$ cat config.mk
export PLATFORM = sky130hd
export DESIGN_NAME = imm_encoder
export DESIGN_NICKNAME = d
export VERILOG_FILES = /design/src/rtl/imm_encoder.sv
export SDC_FILE = /design/constraint.sdc
export NUM_CORES = 1
export LEC_CHECK = 0
export CORE_ASPECT_RATIO = 1.25
export CORE_MARGIN = 2
export CORE_UTILIZATION = 45
export CTS_CLUSTER_SIZE = 20
export DETAILED_ROUTE_END_ITERATION = 10
export GPL_ROUTABILITY_DRIVEN = 0
export PLACE_DENSITY_LB_ADDON = 0.05
export SKIP_CTS_REPAIR_TIMING = 1
export SKIP_LAST_GASP = 1
export SYNTH_ARGS = -nofsm -noshare
export SYNTH_HDL_FRONTEND = slang
export SYNTH_SLANG_ARGS = --single-unit
$ cat constraint.sdc
create_clock -name clk -period 1.9 [get_ports clk]
set_input_delay 0.19 -clock clk [delete_from_list [all_inputs] [get_ports clk]]
set_output_delay 0.19 -clock clk [all_outputs]
set_load 0.02 [all_outputs]
$ cat src/rtl/imm_encoder.sv
// Packs opcode, register fields and a 32-bit immediate into a RISC-V instruction word.
// Define IMM_ENCODER_LI_EXPAND_EN to split out-of-range ADDI into a LUI+ADDI pair.
module imm_encoder (
  input  logic        clk,
  input  logic        reset,
  input  logic        in_valid,
  output logic        in_ready,
  input  logic [2:0]  ImmSrc,
  input  logic [6:0]  opcode,
  input  logic [2:0]  funct3,
  input  logic [4:0]  rd,
  input  logic [4:0]  rs1,
  input  logic [4:0]  rs2,
  input  logic [31:0] imm,
  output logic        out_valid,
  input  logic        out_ready,
  output logic [31:0] out_instr,
  output logic        range_err
);

  typedef enum logic [1:0] {IDLE, EMIT1, EMIT2} state_e;

  localparam logic [2:0] FMT_I = 3'b000;
  localparam logic [2:0] FMT_S = 3'b001;
  localparam logic [2:0] FMT_B = 3'b010;
  localparam logic [2:0] FMT_J = 3'b011;
  localparam logic [2:0] FMT_U = 3'b100;

  localparam logic [6:0]  OP_IMM = 7'b0010011;
  localparam logic [6:0]  OP_LUI = 7'b0110111;
  localparam logic [31:0] NOP    = 32'h0000_0013;

  state_e      state_q, state_d;
  logic [31:0] instr_q, instr_d;
  logic        err_q, err_d;
  logic [31:0] word2_q, word2_d;
  logic        pending_q, pending_d;

  logic        accept, fire;
  logic        fits12, fits13, fits21, is_li;
  logic [19:0] hi20;
  logic [31:0] enc_word, enc_word2;
  logic        enc_err, enc_pending;

  assign accept = in_valid && in_ready;
  assign fire   = out_valid && out_ready;

  // An immediate fits N signed bits when every bit from N-1 upward equals the sign.
  assign fits12 = (&imm[31:11]) || (~|imm[31:11]);
  assign fits13 = (&imm[31:12]) || (~|imm[31:12]);
  assign fits21 = (&imm[31:20]) || (~|imm[31:20]);

  // Rounding carry so that LUI hi20 plus the sign-extended low 12 bits rebuilds imm.
  assign hi20 = imm[31:12] + {19'd0, imm[11]};

`ifdef IMM_ENCODER_LI_EXPAND_EN
  assign is_li = (ImmSrc == FMT_I) && (opcode == OP_IMM) && (funct3 == 3'b000) && !fits12;
`else
  assign is_li = 1'b0;
`endif

  always_comb begin
    // NOTE: every comb output gets a default first so no path leaves it unassigned (no latch).
    enc_word    = NOP;
    enc_err     = 1'b1;
    enc_word2   = '0;
    enc_pending = 1'b0;
    case (ImmSrc)
      FMT_I: begin
        if (is_li) begin
          enc_word    = {hi20, rd, OP_LUI};
          enc_err     = 1'b0;
          enc_word2   = {imm[11:0], rd, 3'b000, rd, OP_IMM};
          enc_pending = |imm[11:0];
        end else begin
          enc_word = {imm[11:0], rs1, funct3, rd, opcode};
          enc_err  = !fits12;
        end
      end
      FMT_S: begin
        enc_word = {imm[11:5], rs2, rs1, funct3, imm[4:0], opcode};
        enc_err  = !fits12;
      end
      FMT_B: begin
        enc_word = {imm[12], imm[10:5], rs2, rs1, funct3, imm[4:1], imm[11], opcode};
        enc_err  = !fits13 || imm[0];
      end
      FMT_J: begin
        enc_word = {imm[20], imm[10:1], imm[11], imm[19:12], rd, opcode};
        enc_err  = !fits21 || imm[0];
      end
      FMT_U: begin
        enc_word = {imm[31:12], rd, opcode};
        enc_err  = |imm[11:0];
      end
      default: ;
    endcase
  end

  always_ff @(posedge clk or posedge reset) begin
    // NOTE: sequential state uses non-blocking assignments so all registers update together.
    if (reset) state_q <= IDLE;
    else       state_q <= state_d;
  end

  always_comb begin
    state_d = state_q;
    case (state_q)
      IDLE:    if (accept) state_d = EMIT1;
      EMIT1:   if (fire)   state_d = pending_q ? EMIT2 : IDLE;
      EMIT2:   if (fire)   state_d = IDLE;
      default: state_d = IDLE;
    endcase
  end

  always_comb begin
    in_ready  = (state_q == IDLE);
    out_valid = (state_q != IDLE);
  end

  // The encoded word is captured at accept, so the outputs depend only on registers.
  always_comb begin
    instr_d   = instr_q;
    err_d     = err_q;
    word2_d   = word2_q;
    pending_d = pending_q;
    if (accept) begin
      instr_d   = enc_word;
      err_d     = enc_err;
      word2_d   = enc_word2;
      pending_d = enc_pending;
    end else if ((state_q == EMIT1) && fire && pending_q) begin
      instr_d   = word2_q;
      err_d     = 1'b0;
      pending_d = 1'b0;
    end
  end

  always_ff @(posedge clk or posedge reset) begin
    // NOTE: holding registers are reset too, so reset visibly clears the output word and any pending pair.
    if (reset) begin
      instr_q   <= '0;
      err_q     <= 1'b0;
      word2_q   <= '0;
      pending_q <= 1'b0;
    end else begin
      instr_q   <= instr_d;
      err_q     <= err_d;
      word2_q   <= word2_d;
      pending_q <= pending_d;
    end
  end

  assign out_instr = instr_q;
  assign range_err = err_q;

endmodule

### Yosys cells after proc, flatten, opt, wreduce, memory -nomap -nowiden

Cells that the tools add are included.

| storage, ports and cells | value |
|---|---|
| register bits after elaboration | 36 |
| bits in latches | 0 |
| memory bits (writable) | 0 |
| memory bits (read-only) | 0 |
| input bits | 64 |
| output and inout bits | 35 |
| memories kept | 0 |

| cells by class | value |
|---|---|
| add/sub/neg operators | 0 |
| multipliers | 0 |
| div/mod/pow operators | 0 |
| order comparisons | 0 |
| equal/unequal tests | 9 |
| shifts and indexed selects | 0 |
| multiplexer cells | 12 |
| bitwise operators | 0 |
| reductions and logical operators | 28 |

Operator list:

| kind | count |
|---|---|
| $pmux W32 S5 | 1 |
| $mux W32 | 2 |
| $reduce_or A12 Y1 | 2 |
| $reduce_and A21 Y1 | 1 |
| $reduce_or A21 Y1 | 1 |
| $reduce_and A20 Y1 | 1 |
| $reduce_or A20 Y1 | 1 |
| $reduce_and A12 Y1 | 1 |
| $mux W2 | 4 |
| $eq A3 B2 Y1 const B | 2 |
| $logic_not A1 Y1 | 6 |
| $pmux W2 S3 | 1 |
| $logic_or A1 B1 Y1 | 5 |
| $logic_and A1 B1 Y1 | 4 |
| $ne A2 B2 Y1 const B | 2 |
| $pmux W1 S4 | 1 |
| $reduce_bool A2 Y1 | 2 |
| $eq A3 B1 Y1 const B | 1 |
| $eq A3 B3 Y1 const B | 1 |
| $logic_not A3 Y1 | 1 |
| $mux W1 | 3 |
| $reduce_and A3 Y1 | 1 |
| $eq A2 B1 Y1 const B | 1 |
| $eq A2 B2 Y1 const B | 1 |
| other kinds (3) | 3 |

### Longest topological paths before layout

Gate-level depths: netlist (run 1).

| logic depth | value |
|---|---|
| word-level depth | 7 |
| gate-level depth with buffers | 6 |
| gate-level depth less buffers | 5 |

### Least setup slack after synthesis (run 1)

No wires, ideal clock.

| timing path | value |
|---|---|
| path kind | register -> register |
| start | reg state_q[0] |
| end | reg instr_q[31] (netlist: out_instr[31]) |
| library setup time | 0.136 ns |
| arrival time | 1.246 ns |
| setup slack | 0.518 ns |
| stages on the path, launching flop included | 5 |
| period minus slack after synthesis | 1.382 ns |
| cell sequence | dfrtp_1 inv_1 nand2_1 clkbuf_1 o21ai_0 |

RTL lines:

| element | RTL line | text |
|---|---|---|
| start, declared | 33 | `state_e state_q, state_d;` |
| start signal, assigned | 103 | `else state_q <= state_d;` |
| $logic_not A2 Y1 (*) | 117 | `in_ready = (state_q == IDLE);` |
| named net in_ready | 7 | `output logic in_ready,` |
| $logic_and A1 B1 Y1 (*) | 45 | `assign accept = in_valid && in_ready;` |
| $mux W32 or $reduce_bool A2 Y1 (tied branches) | - |  |
| end signal, assigned | 147 | `instr_q <= instr_d;` |
| end, declared | 34 | `logic [31:0] instr_q, instr_d;` |

Mark *: on every way through the listed nets, which the timed path passes. The rest lies on a longest branch.
A chain may end at the register's enable or synchronous reset.

### Final worst setup path (run 1)

| timing path | value |
|---|---|
| start | reg state_q[0] |
| end | out in_ready |

| between the ends | value |
|---|---|
| longest elaborated chain between the ends | 1 |

Ends and longest elaborated chain:

| element | RTL line |
|---|---|
| $logic_not A2 Y1 | 117 |
| end, declared | 7 |

Every way passes these cells.

==> flow_summary.yaml, run 1 <==
detailed_routing:
  routedWlPerCell_um: 15.2
  wl_mm: 6.00
  firstDrtPassIters: 4
  drc: 0
  dr_total_vias: 2150
  ant_nets: 0
  viasPerCell: 5.43
  drt_iter0_drc: 135
clock_network:
  cts_max_level: 2
  clock_path_buffers: 2
  cts_inserted_buffers: 5
  clk_latency_ps: 280
  clockRootBuffer: "clkbuf_8"
  cts_tree: "yes"
  cts.clk_slew.worst_paths_ps: 70
  clock-sinks: 34
timing:
  postLayoutSetupSlackWorst_ps: 320
  worst_pin_slew_ps: 450
  rsz0062_at_grt: "no"
  max_freq_mhz: 633
  setup_viol: 0
  max_slew_margin_pct: 70.0
  timing.setup.tns_ps: 0
  finalMaxSlewViolations: 0
  finalHoldViolCount: 0
  fin_crit_ps: 1580
  finClkSkew_ps: 4.72
  period_share_pct: 83.2
worst_setup_path:
  crit_path_end_kind: "output port"
  cp.required_ps: 1710
  crit_fanout: 3
  slowest_delay_ps: 600
  critPathArrivalTime_ps: 1390
  critPathSlowestCell: "clkdlybuf4s50_1"
  cp_cell_sequence: "inv_1 > clkdlybuf4s50_1"
  worstSetupStartpointType: "register"
  path_class: "reg2out"
power:
  seq_power_share_pct: 37.6
  ir_worst_vdd_mv: 0.457
  p_leak_nw: 1.28
  power.density_mw_per_mm2: 775
  p_switching_mw: 0.833
  cellInternalPower_mw: 1.71
  switching_share_pct: 32.8
  p_clk_share_pct: 20.7
  comb_power_share_pct: 41.7
synth:
  synth_edf_count: 0
  synth_nets: 303
  yosysTopAreaCellShare_pct: 39.4
  synthFlopType: "dfrtp_1"
  syn_inst: 239
  synthArstFlopShare_pct: 100
  synth_area_mm2: 0.00216
  synth_seq_cells: 34
  yosysSeqAreaShare_pct: 39.4
  ys.warnings.count: 0
  synth_area_leaders: "dfrtp_1, a21oi_1, mux2i_1"
  syn_area_per_cell_um2: 9.03
  ys_types: 35
  synth_common_cells: "a21oi_1, dfrtp_1, nand2_1, nor2_1, nor2b_1"
  yosys.area.top_type: "dfrtp_1"
placement:
  port_buffers: 98
  place_hpwl_mm: 4.60
  dp_slack_ps: 141
  dp_cells: 390
die:
  rows: 28
  num_io_pins: 99
  dieArea_mm2: 0.00537
  fp.coreArea_mm2: 0.00469
  die_w_um: 65.9
  start_util_pct: 46.0
  dieHeight_um: 81.4
layout:
  antenna_cells: 0
  syn2layout_area_growth_pct: 51.9
  fill_cells: 394
  nNetsFinal: 401
  layoutNonFillerInstCount: 396
  multi_input_area_mm2: 0.00117
  seq_area_um2: 851
  drive_gt1_share_pct: 10.1
run_status:
  status: "finished, final reports clean"
global_routing:
  grt_pass1_vias: 2023
  grt-ovfl-total: 0
  grt_max_degree: 35
  grtUsageTotal_pct: 23.3
  grt_pass1_wl_mm: 9.69
  grt_antenna_before_repair: 0
run:
  cap_violations: 0
min_path:
  hold_path.class: "in2async"
==> worst paths after layout <==
kind,cells after the start,slack [ps],start,endpoint
max reg2reg,5,630,state_q[0],range_err
max in group asynchronous,3,1280,reset,out_instr[24]
min reg2reg,2,480,out_instr[7],out_instr[7]
min in group clk,3,460,ImmSrc[2],out_instr[15]
max,2,320,state_q[0],in_ready
min,3,300,reset,out_instr[26]
==> layout by cell type (no fill, tap or decap), drive strengths merged, types with 4 or more instances in the layout <==
master	Yosys	final
and2b	10	10
a31oi	12	12
clkdlybuf4s50	0	97
o21ai	13	13
nor2	16	16
nand2	15	15
nor2b	15	15
nor4	8	8
a21oi	34	34
buf	15	13
o221ai	8	8
o21a	8	8
dfrtp	34	34
nand4	6	6
mux2i	10	10
clkbuf	4	6
a22o	4	4
a211oi	7	7
==> power by group through the flow <==
stage	clock network [mW]	registers, mW	logic [mW]
after floorplan	0	1.15	0.339
after global placement	0	0.965	1.05
after detailed placement	0	0.969	1.06
after CTS	0.541	0.957	1.07
after global routing	0.576	0.971	1.14
final	0.526	0.954	1.06
==> cell type report <==
type                       count  area share [%]
sequential                    34            26.0
multi-input combinational    184            35.7
timing repair buffer         110            33.3
clock buffer                   6            2.52
tap                           60            2.29
inverter                       2           0.229
==> state kept, by name (all words and copies together), names as in the netlist <==
signal	cells
out_instr	32
state_q	1
range_err	1
==> stage by stage <==
stage               total power, mW  utilization [%]  hold WS, ps  area (um2)
floorplan                      1.49                -          286        2160
global placement               2.02             68.1          465        3200
detailed placement             2.03             68.1          472        3200
CTS                            2.57             69.8          320        3280
global route                   2.69             69.8          384        3280
finish                         2.54             69.8          303        3280
==> worst max-delay path, delay by kind of cell, from the launching register on <==
family	cells	cell delay, ps
buf+inv	2	700
flops	1	410
==> logic make-up (layout without fill, tap and decap cells) <==
| logic type | Yosys count | count (layout) | share of synthesized area (%) |
|---|---|---|---|
| compound gates | 92 | 92 | 26.7 |
| simple gates | 80 | 80 | 21.0 |
| flops | 34 | 34 | 39.4 |
| buf+inv | 21 | 118 | 6.43 |
| mux | 11 | 11 | 5.16 |
| xor+xnor | 1 | 1 | 1.28 |
==> routing by layer <==
| metal | GRT usage [%] | share of wire, % | vias up | wire, um |
|---|---|---|---|---|
| li1 | - | - | 1088 | - |
| met1 | 30.0 | 44 | 993 | 2630 |
| met2 | 39.9 | 50 | 60 | 3010 |
| met3 | 3.84 | 4.4 | 9 | 267 |
| met4 | 7.35 | 1.4 | 0 | 85 |
| met5 | 0 | 0 | - | 0 |
No activity file was read; power rests on OpenSTA's default activity.
==> run 2, diff against run 1 <==
--- a/config.mk
+++ b/config.mk
@@ -7,7 +7,7 @@
 export LEC_CHECK = 0
 export CORE_ASPECT_RATIO = 1.25
 export CORE_MARGIN = 2
-export CORE_UTILIZATION = 45
+export CORE_UTILIZATION = 38
 export CTS_CLUSTER_SIZE = 20
 export DETAILED_ROUTE_END_ITERATION = 10
 export GPL_ROUTABILITY_DRIVEN = 0
==> constraint.sdc (replaced) <==
create_clock -name clk -period 1.4 [get_ports clk]
set_input_delay 0.14 -clock clk [delete_from_list [all_inputs] [get_ports clk]]
set_output_delay 0.14 -clock clk [all_outputs]
set_load 0.02 [all_outputs]
==> run 2 against run 1 <==
Register-to-register slack worse by 420 ps. Sequential cell count stayed put. Non-clock buffer count is 28 higher. Critical path type unchanged. Clock skew is 0.74 ps higher. First-iteration DRC count is 7.4% lower. Via count is 6.0% higher. Worst hold slack worse by 110 ps.
==> flow_summary.yaml, run 2 (same netlist as run 1, synthesis figures left out) <==
run_status:
  status: "finished, final reports clean"
die:
  die_w_um: 71.4
  fp.coreArea_mm2: 0.00544
  dieArea_mm2: 0.00630
  start_util_pct: 39.7
  dieHeight_um: 88.3
  rows: 30
  num_io_pins: 99
worst_setup_path:
  r2r.worst_path.cells: 4
  cp_cell_sequence: "clkdlybuf4s50_1"
  slowest_delay_ps: 610
  crit_path_end_kind: "output port"
  critPathArrivalTime_ps: 1240
  crit_cells: 1
  crit_buf_inv: 1
  cp.required_ps: 1260
  path_class: "reg2out"
  crit_fanout: 2
  critical_path.startpoint: "out_instr[19]"
  rrSetupSlack_ps: 210
  critPathTopFamily: "buffers and inverters"
  worstSetupStartpointType: "register"
  r2r_start: "state_q[0]"
  critPathSlowestCell: "clkdlybuf4s50_1"
power:
  p_leak_nw: 1.80
  seq_power_share_pct: 37.0
  switching_share_pct: 33.4
  total_power_mw: 3.49
  cellInternalPower_mw: 2.32
  p_clk_share_pct: 19.6
  ir_worst_vdd_mv: 0.583
  power.density_mw_per_mm2: 949
  p_switching_mw: 1.17
  comb_power_share_pct: 43.4
layout:
  largest_reg_flops: 32
  antenna_cells: 0
  syn2layout_area_growth_pct: 70.1
  drive_gt1_share_pct: 18.4
  layout_commonest_cell: "clkdlybuf4s50_1"
  final_core_util_pct: 67.5
  final_cell_mix: "clkdlybuf4s50_1, dlymetal6s2s_1, a21oi_1, dfrtp_1, buf_4"
  nNetsFinal: 429
clock_network:
  cts_tree: "yes"
  clockRootBuffer: "clkbuf_8"
  cts.clk_slew.worst_paths_ps: 70
  cts_max_level: 2
  cts_inserted_buffers: 5
  clk_latency_ps: 290
  clock-sinks: 34
  clock_path_buffers: 2
global_routing:
  grt_antenna_before_repair: 0
  grt_pass1_wl_mm: 10.7
  grt-ovfl-total: 0
  grt_max_degree: 42
  grt_pass1_vias: 2279
  grtUsageTotal_pct: 21.3
placement:
  port_buffers: 98
  dp_slack_ps: -279
  place_hpwl_mm: 5.03
timing:
  period_share_pct: 98.5
  worst_pin_slew_ps: 327
  setup_viol: 0
  finClkSkew_ps: 5.46
  finalHoldViolCount: 0
  rsz0062_at_grt: "yes"
  postLayoutSetupSlackWorst_ps: 21.5
  fin_crit_ps: 1380
  max_slew_margin_pct: 78.0
  finalMaxSlewViolations: 0
  holdWs_ps: 190
  max_freq_mhz: 725
detailed_routing:
  wl_mm: 6.65
  drc: 0
  dr_total_vias: 2279
  drt_iter0_drc: 125
  routedWlPerCell_um: 15.5
  viasPerCell: 5.31
  firstDrtPassIters: 4
  ant_nets: 0
run:
  cap_violations: 0
min_path:
  hold_path.class: "in2async"
run 2: area by class of cell:
| class | count | area [um2] |
|---|---|---|
| fill | 460 | 1770 |
| timing repair buffer | 138 | 1450 |
| multi-input combinational | 184 | 1210 |
| sequential | 34 | 851 |
| tap | 64 | 80.1 |
| clock buffer | 7 | 76.3 |
| inverter | 2 | 7.51 |
run 2: power by group through the flow:
stage / Sequential (mW) / Combinational (mW) / Clock [mW]
2_1_floorplan: 1.56 / 0.460 / 0
3_3_place_gp: 1.31 / 1.53 / 0
3_5_place_dp: 1.32 / 1.55 / 0
4_1_cts: 1.30 / 1.55 / 0.715
5_1_grt: 1.32 / 1.63 / 0.747
6_report: 1.29 / 1.51 / 0.684
run 2: worst min-delay path: cells and delay by family:
family | cells | cell delay, ps
buffers and inverters | 3 | 690
run 2: stage by stage:
| stage | setup TNS [ps] | instances | instance area [um2] |
|---|---|---|---|
| 6_report | 0 | 429 | 3670 |
| 2_1_floorplan | 0 | 239 | 2160 |
| 3_5_place_dp | -5260 | 421 | 3450 |
| 5_1_grt | 0 | 429 | 3670 |
| 4_1_cts | -249 | 428 | 3530 |
| 3_3_place_gp | -4900 | 421 | 3450 |
run 2: path summary, 6_finish.rpt:
check / to
setup / recovery: out_instr[19]
hold / removal: out_instr[28]
setup reg to reg: out_instr[3]
hold reg to reg: out_instr[24]
max in group asynchronous: out_instr[21]
min in group clk: out_instr[22]
run 2: metal layers:
metal | routed length, um | vias to the layer above | GRT usage, %
li1 | - | 1138 | -
met2 | 3400 | 55 | 36.7
met4 | 77 | 0 | 6.69
met1 | 2900 | 1079 | 27.4
met3 | 276 | 7 | 3.64
met5 | 0 | - | 0
==> run 3, diff against run 2 <==
--- a/config.mk
+++ b/config.mk
@@ -7,7 +7,7 @@
 export LEC_CHECK = 0
 export CORE_ASPECT_RATIO = 1.25
 export CORE_MARGIN = 2
-export CORE_UTILIZATION = 38
+export CORE_UTILIZATION = 45
 export CTS_CLUSTER_SIZE = 20
 export DETAILED_ROUTE_END_ITERATION = 10
 export GPL_ROUTABILITY_DRIVEN = 0
==> constraint.sdc (replaced) <==
create_clock -name clk -period 1.6 [get_ports clk]
set_input_delay 0.16 -clock clk [delete_from_list [all_inputs] [get_ports clk]]
set_output_delay 0.16 -clock clk [all_outputs]
set_load 0.02 [all_outputs]
==> run 3 against run 2 <==
Register-to-register slack gained 140 ps. Largest cell class unchanged. Combinational power down 13%. Sequential power is 12% lower. Global-route usage rose by 2.3 points. Clock skew about the same. Sequential cell count unchanged. First-iteration DRC count shrank 24%. Sequential share of layout area rose by 1.6 points. Die area fell by 15%. Critical path type unchanged. Clock-buffer cell count is the same. Critical path depth up 1. Core utilization grew 5.6 points.
==> flow_summary.yaml, run 3 (same netlist as run 1, synthesis figures left out) <==
power:
  power.density_mw_per_mm2: 883
  cellInternalPower_mw: 2.03
  p_switching_mw: 0.997
  p_clk_share_pct: 19.3
  total_power_mw: 3.03
  switching_share_pct: 32.9
  p_leak_nw: 1.37
  seq_power_share_pct: 37.4
  ir_worst_vdd_mv: 0.589
  comb_power_share_pct: 43.3
global_routing:
  grt_pass1_vias: 2151
  grt-ovfl-total: 0
  grtUsageTotal_pct: 23.6
  grt_max_degree: 35
  grt_antenna_before_repair: 0
  grt_pass1_wl_mm: 9.85
layout:
  antenna_cells: 0
  nNetsFinal: 419
  drive_gt1_share_pct: 14.4
  layoutNonFillerInstCount: 415
  syn2layout_area_growth_pct: 59.0
  largest_reg_flops: 32
  final_cell_mix: "clkdlybuf4s50_1, a21oi_1, dfrtp_1, buf_4"
  fill_cells: 370
  layout_commonest_cell: "clkdlybuf4s50_1"
timing:
  finalMaxSlewViolations: 0
  rsz0062_at_grt: "no"
  max_slew_margin_pct: 70.5
  period_share_pct: 96.0
  setup_viol: 0
  finalHoldViolCount: 0
  worst_pin_slew_ps: 442
  fin_crit_ps: 1540
  max_freq_mhz: 651
  finClkSkew_ps: 5.75
worst_setup_path:
  crit_buf_inv: 2
  crit_fanout: 3
  critical_path.startpoint: "state_q[0]"
  critPathTopFamily: "buffers and inverters"
  worstSetupStartpointType: "register"
  rrSetupSlack_ps: 350
  crit_cells: 2
  r2r_start: "state_q[0]"
  cp.required_ps: 1440
  slowest_delay_ps: 600
  path_class: "reg2out"
  critPathArrivalTime_ps: 1380
  reg2reg_to: "out_instr[31]"
  r2r.worst_path.cells: 5
  cp_cell_sequence: "inv_1 > clkdlybuf4s50_1"
  crit_path_end_kind: "output port"
  critPathSlowestCell: "clkdlybuf4s50_1"
detailed_routing:
  drt_iter0_drc: 95
  drc: 0
  viasPerCell: 5.38
  ant_nets: 0
  dr_total_vias: 2233
  routedWlPerCell_um: 15.0
  wl_mm: 6.22
  firstDrtPassIters: 4
die:
  dieArea_mm2: 0.00537
  start_util_pct: 46.0
  dieHeight_um: 81.4
  die_w_um: 65.9
  fp.coreArea_mm2: 0.00469
  rows: 28
  num_io_pins: 99
placement:
  port_buffers: 98
  dp_cells: 408
  place_hpwl_mm: 4.82
min_path:
  hold_path.class: "in2async"
clock_network:
  cts.clk_slew.worst_paths_ps: 70
  clock_path_buffers: 2
  cts_max_level: 2
  cts_tree: "yes"
  clock-sinks: 34
  clk_latency_ps: 280
  clockRootBuffer: "clkbuf_8"
  cts_inserted_buffers: 5
run_status:
  status: "finished, final reports clean"
run:
  cap_violations: 0
run 3: changes by cell type in the layout (fill, tap and decap cells not counted), sizes merged:
cell           before  now
clkdlybuf4s50      60   97
dlymetal6s2s       37    0
buf                41   31
run 3: through the flow:
stage	utilization, %	area, um2	worst slack [ps]	hold WS (ps)	setup TNS [ps]
2_1_floorplan	-	2160	218	256	0
3_3_place_gp	71.5	3360	-85.6	467	-373
3_5_place_dp	71.5	3360	-130	477	-686
4_1_cts	73.1	3430	50.2	296	0
5_1_grt	73.1	3430	7.66	318	0
6_report	73.1	3430	63.2	283	0
run 3: final cells by class:
| type | count | area [um2] | area share, % |
|---|---|---|---|
| tap | 60 | 75.1 | 2.19 |
| inverter | 2 | 7.51 | 0.219 |
| multi-input combinational | 184 | 1170 | 34.1 |
| clock buffer | 7 | 76.3 | 2.22 |
| sequential | 34 | 851 | 24.8 |
| timing repair buffer | 128 | 1250 | 36.5 |
run 3: worst max path at each step:
| stage | endpoint |
|---|---|
| floorplan | out_instr[31] |
| global placement | range_err |
| detailed placement | out_instr[23] |
| CTS | in_ready |
| global route | in_ready |
| finish | in_ready |
run 3: power by group through the flow:
stage / combinational [mW] / sequential [mW] / clock (mW)
floorplan: 0.402 / 1.37 / 0
global placement: 1.30 / 1.15 / 0
detailed placement: 1.32 / 1.15 / 0
CTS: 1.32 / 1.14 / 0.605
global route: 1.41 / 1.16 / 0.646
finish: 1.31 / 1.13 / 0.585
run 3: per-layer routing:
metal,vias to the layer above,part of all wire [%],global-route usage (%)
met2,58,51,40.5
met5,-,0,0
li1,1123,-,-
met1,1041,43,29.8
met4,0,1.6,7.76
met3,11,4.5,4.52
run 3: tightest hold or removal path, cell delays in order:
cell and delay (ps):
clkdlybuf4s50_1 400, inv_1 50, buf_4 380
